<file path="src/rtl/bullet_hit_detector.sv">
// Per-frame bullet/alien collision scan: walks the alien grid one alien per clock
// and reports the lowest-index live alien whose hitbox overlaps the bullet.
module bullet_hit_detector #(
  parameter int unsigned SCREEN_CORDW = 16,
  parameter int unsigned ALIEN_ROWS   = 5,
  parameter int unsigned ALIEN_COLS   = 11,
  parameter int unsigned ALIEN_W      = 24,
  parameter int unsigned ALIEN_H      = 16,
  parameter int unsigned PITCH_X      = 32,
  parameter int unsigned PITCH_Y      = 24,
  parameter int unsigned BULLET_W     = 39,
  parameter int unsigned BULLET_H     = 24,
  localparam int unsigned N           = ALIEN_ROWS * ALIEN_COLS,
  localparam int unsigned IW          = $clog2(N)
) (
  input  logic                           clk,
  input  logic                           rst,
  input  logic                           frame,
  input  logic                           bullet_active,
  input  logic signed [SCREEN_CORDW-1:0] bullet_x,
  input  logic signed [SCREEN_CORDW-1:0] bullet_y,
  input  logic signed [SCREEN_CORDW-1:0] grid_x,
  input  logic signed [SCREEN_CORDW-1:0] grid_y,
  input  logic        [N-1:0]            alive,
  output logic                           bullet_rst,
  output logic                           hit,
  output logic        [IW-1:0]           hit_idx,
  output logic                           busy
);

  localparam int unsigned AW = SCREEN_CORDW + 1;
  localparam int unsigned CW = (ALIEN_COLS > 1) ? $clog2(ALIEN_COLS) : 1;

  localparam logic signed [AW-1:0] ALIEN_W_S  = AW'(ALIEN_W);
  localparam logic signed [AW-1:0] ALIEN_H_S  = AW'(ALIEN_H);
  localparam logic signed [AW-1:0] BULLET_W_S = AW'(BULLET_W);
  localparam logic signed [AW-1:0] BULLET_H_S = AW'(BULLET_H);
  localparam logic signed [AW-1:0] PITCH_X_S  = AW'(PITCH_X);
  localparam logic signed [AW-1:0] PITCH_Y_S  = AW'(PITCH_Y);
  localparam logic [CW-1:0]        COL_LAST   = CW'(ALIEN_COLS - 1);
  localparam logic [IW-1:0]        IDX_LAST   = IW'(N - 1);

  typedef enum logic [1:0] {
    IDLE,
    SCAN,
    HIT
  } state_t;

  state_t state, state_next;

  logic signed [AW-1:0] bx_s, by_s, gx_s;
  logic signed [AW-1:0] ax, ay;
  logic        [N-1:0]  alive_s;
  logic        [CW-1:0] col;
  logic        [IW-1:0] idx;

  logic overlap_c;
  logic load_c;
  logic advance_c;

  // Strict box-overlap test against the current alien, all at AW-bit signed width.
  assign overlap_c = (bx_s < ax + ALIEN_W_S) && (ax < bx_s + BULLET_W_S) &&
                     (by_s < ay + ALIEN_H_S) && (ay < by_s + BULLET_H_S);

  always_ff @(posedge clk) begin
    if (!rst) state <= IDLE;
    else      state <= state_next;
  end

  always_comb begin
    state_next = state;
    load_c     = 1'b0;
    advance_c  = 1'b0;
    case (state)
      IDLE: begin
        if (frame && bullet_active) begin
          load_c     = 1'b1;
          state_next = SCAN;
        end
      end
      SCAN: begin
        // A bullet that left the screen mid-scan can no longer score.
        if (!bullet_active) begin
          state_next = IDLE;
        end else if (alive_s[idx] && overlap_c) begin
          state_next = HIT;
        end else if (idx == IDX_LAST) begin
          state_next = IDLE;
        end else begin
          advance_c = 1'b1;
        end
      end
      HIT:     state_next = IDLE;
      default: state_next = IDLE;
    endcase
  end

  // Snapshot and grid-walk accumulators; ax/ay track the current alien origin.
  always_ff @(posedge clk) begin
    if (!rst) begin
      bx_s    <= '0;
      by_s    <= '0;
      gx_s    <= '0;
      ax      <= '0;
      ay      <= '0;
      alive_s <= '0;
      col     <= '0;
      idx     <= '0;
    end else if (load_c) begin
      bx_s    <= {bullet_x[SCREEN_CORDW-1], bullet_x};
      by_s    <= {bullet_y[SCREEN_CORDW-1], bullet_y};
      gx_s    <= {grid_x[SCREEN_CORDW-1], grid_x};
      ax      <= {grid_x[SCREEN_CORDW-1], grid_x};
      ay      <= {grid_y[SCREEN_CORDW-1], grid_y};
      alive_s <= alive;
      col     <= '0;
      idx     <= '0;
    end else if (advance_c) begin
      idx <= idx + IW'(1);
      if (col == COL_LAST) begin
        col <= '0;
        ax  <= gx_s;
        ay  <= ay + PITCH_Y_S;
      end else begin
        col <= col + CW'(1);
        ax  <= ax + PITCH_X_S;
      end
    end
  end

  always_ff @(posedge clk) begin
    if (!rst) begin
      hit        <= 1'b0;
      bullet_rst <= 1'b1;
      hit_idx    <= '0;
      busy       <= 1'b0;
    end else begin
      hit        <= (state_next == HIT);
      bullet_rst <= (state_next != HIT);
      busy       <= (state_next != IDLE);
      if (state == SCAN && state_next == HIT) hit_idx <= idx;
    end
  end

endmodule

</file>
<file path="config.mk">
export PLATFORM = sky130hd
export DESIGN_NAME = bullet_hit_detector
export DESIGN_NICKNAME = d
export VERILOG_FILES = /design/src/rtl/bullet_hit_detector.sv
export SDC_FILE = /design/constraint.sdc
export NUM_CORES = 1
export LEC_CHECK = 0
export BUFFER_PORTS_ARGS = -buffer_cell sky130_fd_sc_hd__buf_2
export CELL_PAD_IN_SITES_DETAIL_PLACEMENT = 0
export CELL_PAD_IN_SITES_GLOBAL_PLACEMENT = 1
export CORE_MARGIN = 4
export CORE_UTILIZATION = 48
export CTS_BUF_LIST = sky130_fd_sc_hd__clkbuf_8
export CTS_CLUSTER_SIZE = 28
export DETAILED_ROUTE_END_ITERATION = 16
export GPL_TIMING_DRIVEN = 0
export PLACE_DENSITY_LB_ADDON = 0.2
export SYNTH_ARGS = -nofsm -noshare
export SYNTH_HDL_FRONTEND = slang
export SYNTH_SLANG_ARGS = --single-unit
</file>
<file path="constraint.sdc">
create_clock -name clk -period 7.25 [get_ports clk]
set_input_delay 0.3625 -clock clk [delete_from_list [all_inputs] [get_ports clk]]
set_output_delay 0.3625 -clock clk [all_outputs]
set_load 0.005 [all_outputs]
</file>
==> out/qor.yml <==
crit_path_start_kind: "flop"
synthesis.area_um2: 9140
detail_route.wirelength_um: 26100
rsz0062_at_grt: "false"
rr_endpoint: "ax[7]"
route.antenna.remaining_nets: 0
rows: 50
tritoncts.num_buffers: 17
number_of_slew_limit_violations_in_the_final_report: 0
detailedRoute.firstPassIterationCount: 7
cap_violations: 0
clk_transition_reported_paths_ns: 0.10
port_buffers: 131
final_core_util_pct: 56.3
antenna_found_initial: 1
die_width_um: 146
criticalPathCategory: "reg2reg"
detailroute.via_count: 8498
seq_area_frac_synth_pct: 34.6
synth.most_common_cell: "sky130_fd_sc_hd__nand2_1"
final_layout_size_suffix_gt1_share_pct: 14.9
viasPerCell: 5.52
cts.sinks: 158
worstRegToRegCells: 18
synth_fp_nets: 1338
reg2reg_from: "ax[5]"
sum_neg_setup_slack_ns: 0
gr-total-overflow: 0
max-clock-path-buffers: 2
crit_chain: "ha_1, and3_1, and3_1, nand3_1, nor2_1, nand3_1, xor2_1, ha_1, nand4_1, nor4_1, a221oi_1, a31oi_1, nor4_4, buf_6, a21oi_2, buf_2, a21oi_1, a21oi_1"
critPathMaxFanout: 10
flow.area_growth_from_synthesis_pct: 15.2
finish.cell_count_without_fillers: 1540
hold_buffers_post_cts: 0
tritoncts: "built"
power.density_nw_per_um2: 193
timing.critical_path.slowest_cell_delay_ns: 0.51
place_inst: 1507
floorplan.core_area_um2: 18700
first_iter_violations: 568
top_cell_type_s_share_of_synthesized_area_pct: 34.6
max-vdd-ir-drop_v: 0.000124
worstPathBufferInverterCount: 2
yosys.area.top_type: "sky130_fd_sc_hd__dfxtp_1"
place.detailed.hpwl_um: 19800
clk-insertion-delay-late_ns: 0.47
netlist_top_cells_count: "sky130_fd_sc_hd__nand2_1, sky130_fd_sc_hd__dfxtp_1, sky130_fd_sc_hd__a21oi_1"
netlist_instances: 1142
grt_util_all_layers_pct: 24.4
synth-main-ff-cell: "sky130_fd_sc_hd__dfxtp_1"
synthDistinctLibCells: 66
timing.critical_path.depth: 18
final.setup_skew_ns: 0.0136
clock_h_tree_levels: 4
io-pin-count: 132
synth-warning-count: 0
final.min_clock_period_ns: 5.01
critical_path_required_ns: 7.64
finalHoldViolCount: 0
grt_max_degree: 17
min_path_type: "in2reg"
post-route-drc-count: 0
critical_path.startpoint: "ax[5]"
synth_enable_flop_cells: 0
total_leakage_power_uw: 0.00417
ys_top_cells_by_area: "sky130_fd_sc_hd__dfxtp_1, sky130_fd_sc_hd__nand2_1, sky130_fd_sc_hd__ha_1, sky130_fd_sc_hd__a21oi_1, sky130_fd_sc_hd__xor2_1"
clock.fmax_mhz: 200
die_h_um: 146
fp.dieArea_um2: 21300
worst_ep_arrival_time_ns: 5.40
async_flop_share_pct: 0
final_nets: 1488
fin_ws_ns: 2.24
final_setup_violating_endpoints: 0
worst-r2r-setup-slack_ns: 2.24
share_of_the_cycle_needed_by_the_critical_path_after_routing_pct: 69.1
initial_core_util_pct: 48.9
timing.slew.headroom_pct: 43.8
place_ws_ns: 2.35
cp-endpoint: "ax[7]"
grt_first_pass_wirelength_um: 42100
critical-path-slowest-cell: "sky130_fd_sc_hd__a21oi_2"
crit_path_end_kind: "flop"
design_power_total_uw: 2030
critical_path.top_delay_family: "simple AND/OR/NAND/NOR gates"
postCtsSetupRepairBufs: 0
postSynthRegisterBits: 158
first_global_vias: 8155
syn_area_per_cell_um2: 8.01
cts_resized: 0
gpl.final_weighted_congestion: 0.882
timing_worst_slew_pin_value_ns: 0.844
clk_root_buffer_cell: "sky130_fd_sc_hd__clkbuf_8"
wl_per_cell_um: 17.0
outcome: "finished, final reports clean"
## cell type report
| cell class | instances | area (µm²) |
|---|---|---|
| Antenna cell | 1 | 2.50 |
| Buffer | 64 | 288 |
| Clock buffer | 17 | 234 |
| Clock inverter | 15 | 196 |
| Fill cell | 1840 | 8180 |
| Inverter | 30 | 113 |
| Multi-Input combinational cell | 890 | 5580 |
| Sequential cell | 158 | 3160 |
| Tap cell | 234 | 293 |
| Timing Repair Buffer | 131 | 656 |
## flip-flops by register name, summed over array words and instances (netlist names)
register    count
ax             17
alive_s        55
busy            1
hit_idx         6
state           2
by_s           16
bullet_rst      1
gx_s           16
hit             1
col             4
ay             17
idx             6
bx_s           16
## stage by stage
stage / hold slack, ns / instance area, µm²
global route: 0.102 / 10500
detailed placement: 0.445 / 10100
finish: 0.110 / 10500
global placement: 0.440 / 10100
floorplan: 0.432 / 9140
CTS: 0.103 / 10500
## tightest hold or removal path, cell delays in order
cell,delay (ns)
sky130_fd_sc_hd__buf_2,0.09
sky130_fd_sc_hd__nand2_1,0.04
sky130_fd_sc_hd__a21oi_1,0.05
## worst min-delay path by stage
stage / startpoint / endpoint / cells after the start
3_3_place_gp: alive_s[4] / alive_s[4] / 2
2_1_floorplan: alive_s[22] / alive_s[22] / 2
5_1_grt: alive[34] / alive_s[34] / 3
4_1_cts: alive[42] / alive_s[42] / 3
3_5_place_dp: alive_s[3] / alive_s[3] / 2
6_report: alive[7] / alive_s[7] / 3
## layer usage
metal  wire (µm)  up-vias  GRT usage [%]  share of wire [%]
li1            -     4303              -                  -
met1       12200     3914           33.2                 47
met2       11800      242           39.4                 45
met3        1510       37           4.62                5.8
met4         610        2           7.57                2.3
met5          11        -              0              0.042
## power breakdown
| part | switching [µW] | internal (µW) |
|---|---|---|
| registers | 45.6 | 908 |
| logic | 197 | 139 |
| clock network | 389 | 354 |
| total | 632 | 1400 |
## cells in the final DEF, fill, tap and decap left out, types with 5 or more instances in the layout
master,count
sky130_fd_sc_hd__ha_1,73
sky130_fd_sc_hd__o21ai_0,48
sky130_fd_sc_hd__nor2b_1,14
sky130_fd_sc_hd__a21o_1,5
sky130_fd_sc_hd__buf_6,5
sky130_fd_sc_hd__nand3_1,32
sky130_fd_sc_hd__nand2_1,267
sky130_fd_sc_hd__nor3_1,8
sky130_fd_sc_hd__inv_1,30
sky130_fd_sc_hd__and3_1,20
sky130_fd_sc_hd__xnor2_1,29
sky130_fd_sc_hd__inv_6,6
sky130_fd_sc_hd__o211ai_1,5
sky130_fd_sc_hd__dfxtp_1,158
sky130_fd_sc_hd__nand2b_1,5
sky130_fd_sc_hd__mux2i_1,21
sky130_fd_sc_hd__nand3b_1,5
sky130_fd_sc_hd__buf_1,5
sky130_fd_sc_hd__a31oi_1,10
sky130_fd_sc_hd__nand4_1,18
sky130_fd_sc_hd__o31a_1,5
sky130_fd_sc_hd__nor2_1,55
sky130_fd_sc_hd__clkbuf_1,48
sky130_fd_sc_hd__clkbuf_8,17
sky130_fd_sc_hd__a211oi_1,14
sky130_fd_sc_hd__a21oi_1,144
sky130_fd_sc_hd__xor2_1,31
sky130_fd_sc_hd__buf_2,136
sky130_fd_sc_hd__mux4_2,10
## logic make-up after synthesis
logic type	count (synthesis)	synth area share (%)
compound gates	273	17.9
mux	33	5.17
fa+ha+maj	73	9.99
buf+inv	94	4.38
xor+xnor	60	5.75
simple gates	451	22.2
flops	158	34.6
Power figures use the tool's default switching activity.
